**src/rtl/alu_seq_ctrl.sv**
```systemverilog
// Sequencing controller that chains one ALU opcode across a run-time number of operands.
// Moore FSM: all datapath controls are decoded from the registered state.
module alu_seq_ctrl #(
   parameter int OP_W    = 3,
   parameter int NUM_OPS = 4,
   parameter int CNT_W   = $clog2(NUM_OPS + 1)
) (
   input  logic             clk,
   input  logic             rst_n,
   input  logic             start,
   input  logic             abort,
   input  logic [OP_W-1:0]  opcode,
   input  logic [CNT_W-1:0] num_operands,
   output logic             ld_a,
   output logic             ld_b,
   output logic             sel_a,
   output logic [OP_W-1:0]  op_sel,
   output logic             alu_en,
   output logic [CNT_W-1:0] opnd_idx,
   output logic             busy,
   output logic             done,
   output logic             err,
   output logic [2:0]       state
);

   typedef enum logic [2:0] {
      S_IDLE   = 3'd0,
      S_LOAD_A = 3'd1,
      S_LOAD_B = 3'd2,
      S_EXEC   = 3'd3,
      S_WB     = 3'd4,
      S_DONE   = 3'd5
   } state_t;

   localparam logic [CNT_W-1:0] MIN_CNT = CNT_W'(2);
   localparam logic [CNT_W-1:0] MAX_CNT = CNT_W'(NUM_OPS);

   state_t           state_q, state_d;
   logic [OP_W-1:0]  op_q;
   logic [CNT_W-1:0] cnt_q, idx_q;
   logic             err_q;
   logic             req, cnt_legal, start_ok, start_bad, last_opnd;

   assign req       = (state_q == S_IDLE) && start && !abort;
   assign cnt_legal = (num_operands >= MIN_CNT) && (num_operands <= MAX_CNT);
   assign start_ok  = req && cnt_legal;
   assign start_bad = req && !cnt_legal;
   assign last_opnd = (idx_q == cnt_q - CNT_W'(1));

   always_ff @(posedge clk) begin
      // NOTE: non-blocking assignments keep every register updating from pre-edge values.
      if (!rst_n) begin
         state_q <= S_IDLE;
         op_q    <= '0;
         cnt_q   <= '0;
         idx_q   <= '0;
         err_q   <= 1'b0;
      end else begin
         state_q <= state_d;
         err_q   <= start_bad;
         if (start_ok) begin
            op_q  <= opcode;
            cnt_q <= num_operands;
            idx_q <= '0;
         end else if (state_q == S_LOAD_A) begin
            idx_q <= CNT_W'(1);
         end else if (state_q == S_WB && !abort && !last_opnd) begin
            idx_q <= idx_q + CNT_W'(1);
         end
      end
   end

   always_comb begin
      // NOTE: default first so no path through the case leaves state_d unassigned (no latch).
      state_d = S_IDLE;
      case (state_q)
         S_IDLE:   state_d = start_ok ? S_LOAD_A : S_IDLE;
         S_LOAD_A: state_d = abort ? S_IDLE : S_LOAD_B;
         S_LOAD_B: state_d = abort ? S_IDLE : S_EXEC;
         S_EXEC:   state_d = abort ? S_IDLE : S_WB;
         S_WB:     state_d = abort ? S_IDLE : (last_opnd ? S_DONE : S_LOAD_B);
         S_DONE:   state_d = S_IDLE;
         default:  state_d = S_IDLE;
      endcase
   end

   always_comb begin
      ld_a     = 1'b0;
      ld_b     = 1'b0;
      sel_a    = 1'b0;
      op_sel   = '0;
      alu_en   = 1'b0;
      opnd_idx = '0;
      busy     = 1'b0;
      done     = 1'b0;
      case (state_q)
         S_LOAD_A: begin
            busy = 1'b1;
            ld_a = 1'b1;
         end
         S_LOAD_B: begin
            busy     = 1'b1;
            ld_b     = 1'b1;
            opnd_idx = idx_q;
         end
         S_EXEC: begin
            busy   = 1'b1;
            alu_en = 1'b1;
            op_sel = op_q;
         end
         S_WB: begin
            busy   = 1'b1;
            ld_a   = 1'b1;
            sel_a  = 1'b1;
            op_sel = op_q;
         end
         S_DONE: begin
            busy = 1'b1;
            done = 1'b1;
         end
         default: ;
      endcase
   end

   assign err   = err_q;
   assign state = state_q;

endmodule

```
**config.mk**
```make
export PLATFORM = sky130hd
export DESIGN_NAME = alu_seq_ctrl
export DESIGN_NICKNAME = d
export VERILOG_FILES = /design/src/rtl/alu_seq_ctrl.sv
export SDC_FILE = /design/constraint.sdc
export NUM_CORES = 1
export LEC_CHECK = 0
export CAP_MARGIN = 20
export CORE_UTILIZATION = 40
export DETAILED_ROUTE_END_ITERATION = 10
export DONT_BUFFER_PORTS = 1
export GPL_ROUTABILITY_DRIVEN = 1
export PLACE_DENSITY = 0.55
export SLEW_MARGIN = 20
export SYNTH_ARGS = -nofsm -noshare
export SYNTH_HDL_FRONTEND = slang
export SYNTH_SLANG_ARGS = --single-unit
```
**constraint.sdc**
```tcl
create_clock -name clk -period 3 [get_ports clk]
set_clock_uncertainty 0.2 [all_clocks]
set_input_delay 0.15 -clock clk [delete_from_list [all_inputs] [get_ports clk]]
set_output_delay 0.15 -clock clk [all_outputs]
set_load 0.01 [all_outputs]
```
[Word level (Yosys, flattened, before mapping)]
Index checks and enable logic that the tools add are counted.
Operators by class
  $add $sub $neg: 2
  $mul: 0
  divide/modulo/power cells: 0
  magnitude comparators: 2
  equal/unequal tests: 6
  shifts and indexed selects: 0
  mux-type cells: 17
  bitwise gates (word level): 1
  reduce and logical (&&, ||, !) cells: 17
Operators by type and width (count)
  $mux W3: 5
  $pmux W3 S5: 1
  $mux W1: 9
  $logic_and A1 B1 Y1: 7
  $eq A3 B2 Y1 const B: 2
  $eq A3 B3 Y1 const B: 2
  $reduce_or A2 Y1: 3
  $reduce_or A5 Y1: 1
  $mux W2: 2
  $add A3 B1 Y3 const B: 1
  $eq A3 B1 Y1 const B: 1
  $eq A3 B3 Y1: 1
  $ge A3 B2 Y1 const B: 1
  $le A3 B3 Y1 const B: 1
  $logic_not A1 Y1: 3
  $logic_not A3 Y1: 1
  $reduce_or A3 Y1: 1
  $sub A3 B1 Y3 const B: 1
  $reduce_bool A2 Y1: 1
  $not A1 Y1: 1
Storage, ports and cells
  register bits after elaboration: 13
  bits in latches: 0
  RAM bits: 0
  ROM bits: 0
  bits of input ports: 10
  output and inout bits: 16
  logic and storage cells: 51
  memories: 0

[Longest topological paths before layout]
  depth in word-level cells: 6
  depth in mapped cells: 6
  gate-level depth less buffers: 6

[Least setup slack after synthesis]
Ideal clock, no wire load.
  kind: register to register
  start point: reg cnt_q[0]
  end point: reg idx_q[1]
  library setup time: 0.114 ns
  arrival: 1.436 ns
  required time: 2.686 ns
  setup slack: 1.250 ns
  cell stages (with the launch flop): 7
  buffers on the path: 0
  clock period less this slack: 1.750 ns
  cells stage by stage: dfxtp_1 -> inv_1 -> ha_1 -> xnor2_1 -> o31ai_4 -> mux2i_1 -> nor2_1
Between the ends
  word-level cells in the longest chain between the ends: 4
Ends and longest elaborated chain
  start: declaration: line 40  | logic [CNT_W-1:0] cnt_q, idx_q;
  start signal: assignment: line 63  | cnt_q <= num_operands;
  $sub A3 B1 Y3: line 48  | assign last_opnd = (idx_q == cnt_q - CNT_W'(1));
  $eq A3 B3 Y1: line 48
  $logic_not A1 Y1: line 67  | end else if (state_q == S_WB && !abort && !last_opnd) begin
  $logic_and A1 B1 Y1: line 67
  end signal: assignment: line 68  | idx_q <= idx_q + CNT_W'(1);
  end: declaration: line 40
No other way between the ends.
A chain may end at the register's enable or synchronous reset.

[Worst setup path in the final report]
  start point: reg state_q[0], in the netlist state[0]
  end point: reg cnt_q[0]
Between the ends
  word-level cells in the longest chain between the ends: 4
Ends and longest elaborated chain
  start: declaration: line 38  | state_t state_q, state_d;
  start signal: assignment: line 59  | state_q <= state_d;
  $logic_not A3 Y1: line 44  | assign req = (state_q == S_IDLE) && start && !abort;
  $logic_and A1 B1 Y1 (2 in a row): line 44
  $logic_and A1 B1 Y1: line 46  | assign start_ok = req && cnt_legal;
No other way between the ends.

==> metrics.yaml <==
synthesis:
  synth_top_cell_by_area: "dfxtp_1"
  syn-num-nets: 102
  synthesis.area_um2: 810.8
  avgSynthCellArea_um2: 9.009
  synth_area_leaders: "dfxtp_1 32%, mux2i_1 4.9%, and2_1 4.6%"
  synth-warning-count: 0
  synth_edf_count: 0
  netlist_instances: 90
  seq_area_frac_synth_pct: 32.10
  synth_top_area_share_pct: 32.10
  ys_types: 37
  synthFlopType: "dfxtp_1"
  synth_seq_cells: 13
  async_flop_share_pct: 0
die:
  io_pins: 26
  core-area_um2: 1821
  initial_core_util_pct: 44.54
  die_h_um: 47.02
  dieArea_um2: 2211
  num_rows: 15
  die_w_um: 47.02
global_routing:
  grt_pass1_wl_um: 2518
  grt_use_total_pct: 16.48
  grt_max_degree: 12
  overflow: 0
  grt_pass1_vias: 614
  grt_antenna_before_repair: 0
cts:
  clk_latency_ns: 0.27
  cts_htree_levels: 1
  cts_made_buffers: 3
  cts_num_sinks: 13
  clk_pin_slew_worst_paths_ns: 0.08
  clockBufferDepth: 2
  post_cts_buffers: 0
  cts_tree: "yes"
  root_buffer: "clkbuf_4"
pwr:
  powerDensity_nw_per_um2: 348.1
  ir_worst_vdd_v: 0.0002395
  leakage_nw: 0.4108
flow_run:
  drv_cap: 0
timing:
  fmax_mhz: 385.8
  whs_ns: 0.03250
  maxSlewViolCount: 0
  rsz0062_at_grt: "false"
  slew_headroom_pct: 69.22
  fin_crit_sh_pct: 86.41
  final_hold_viol_count: 0
  tightestPinTransition_ns: 0.4597
  min_period_ns: 2.592
  setup_tns_ns: 0
  setup_viol: 0
finish:
  nets: 113
  syn_to_final_growth_pct: 16.51
  drive_above_1_share_pct: 12.00
  final_cells: 125
  num_antenna_cells: 0
critical_path:
  end_kind: "flip-flop"
  critPathMaxFanout: 9
  required_ns: 2.96
  critical_path_class: "flip-flop to flip-flop"
  start_kind: "flip-flop"
  cp.arrival_ns: 2.55
detailed_routing:
  drt_iter0_drc: 1
  drt-vias-per-instance: 5.104
  ant_nets: 0
  num_vias: 638
  drc_errors: 0
  drt-total-wl_um: 1625
  wl_per_cell_um: 13.00
  drtPass1Iterations: 4
outcome:
  status: "finished clean"
placement:
  portBuffers: 0
  placed_cells: 112
  gp_congestion: 0.7388
  dp_hpwl_um: 1162
worst_hold_path:
  min_path_type: "primary input to flip-flop"
==> metrics by stage <==
step | area (µm²) | power, mW | util [%] | setup WS, ns
2_1_floorplan | 810.8 | 0.2103 | - | 1.250
3_3_place_gp | 828.3 | 0.2134 | 45.50 | 1.206
3_5_place_dp | 828.3 | 0.2135 | 45.50 | 1.169
4_1_cts | 944.7 | 0.3348 | 51.89 | 0.4422
5_1_grt | 944.7 | 0.3516 | 51.89 | 0.2739
6_report | 944.7 | 0.3288 | 51.89 | 0.4078
==> cells in the mapped netlist, types with 2 or more instances <==
master and n:
nor2b_1 4, xor2_1 2, ha_1 2, a21oi_1 7
dfxtp_1 13, and2_1 6, nor2_1 4, nor3_1 2
nor3b_2 2, nand2_1 8, xnor2_1 2, and3_1 2
o21ai_0 3, mux2i_1 4, inv_1 5, nand3_1 2
nand2b_1 2
==> registers in the layout, indices dropped and copies added, names as in the netlist <==
signal / flops
cnt_q: 3
err: 1
idx_q: 3
op_q: 3
state: 3
==> routing by layer <==
metal	GRT usage, %	up-vias	share of wire (%)
li1	-	334	-
met1	19.86	288	48
met2	25.00	14	46
met3	5.769	2	5.3
met4	10.29	0	0.86
met5	0	-	0
==> critical path, cell delays in order, from the launching register on <==
cell and delay, ns:
dfxtp_1 0.59, nor2_1 0.21, nand4_1 0.14, a21oi_1 0.07
dlygate4sd3_1 0.56, o21a_1 0.16, dlygate4sd3_1 0.55
==> kinds of logic after synthesis <==
logic type	share of synthesized area, %
buf+inv	4.011
mux	4.938
fa+ha+maj	3.086
xor+xnor	7.408
compound gates	15.90
flops	32.10
simple gates	32.56
==> area by class of cell <==
cell class | count | area (µm²)
clock buffer | 4 | 26.28
fill | 184 | 875.8
inverter | 5 | 18.77
multi-input combinational | 69 | 518.0
sequential | 13 | 260.3
tap | 25 | 31.28
timing repair buffer | 9 | 90.09
==> timing repair <==
action / in CTS / in global routing
hold endpoints to repair: 13 / 0
resized for setup: 0 / 0
hold buffers: 9 / 0
==> layout by cell type (no fill, tap or decap), types with 2 or more instances in the layout <==
cell type      Yosys  routed
nor2b_1            4       4
ha_1               2       2
dlygate4sd3_1      0       9
mux2i_1            4       4
nor2_1             4       4
a21oi_1            7       7
and3_1             2       2
nand3_1            2       2
inv_1              5       5
dfxtp_1           13      13
xnor2_1            2       2
nand2_1            8       8
nand2b_1           2       2
clkbuf_4           0       3
xor2_1             2       2
o21ai_0            3       3
nor3b_2            2       2
and2_1             6       6
nor3_1             2       2
==> power by group <==
part	switching, mW	internal (mW)	total (mW)
Clock	0.0566	0.0514	0.108
Combinational	0.0199	0.0204	0.0403
Sequential	0.00425	0.176	0.181
==> final timing paths <==
check / slack (ns) / cells after the start / start / to
setup / recovery: 0.41 / 6 / state[0]$_SDFF_PN0_ / cnt_q[0]$_SDFFE_PN0P_
hold / removal: 0.03 / 3 / abort / state[0]$_SDFF_PN0_
setup reg to reg: 0.41 / 6 / state[0]$_SDFF_PN0_ / cnt_q[0]$_SDFFE_PN0P_
hold reg to reg: 0.31 / 2 / op_q[1]$_SDFFE_PN0P_ / op_q[1]$_SDFFE_PN0P_
(Power assumes the default switching activity.)
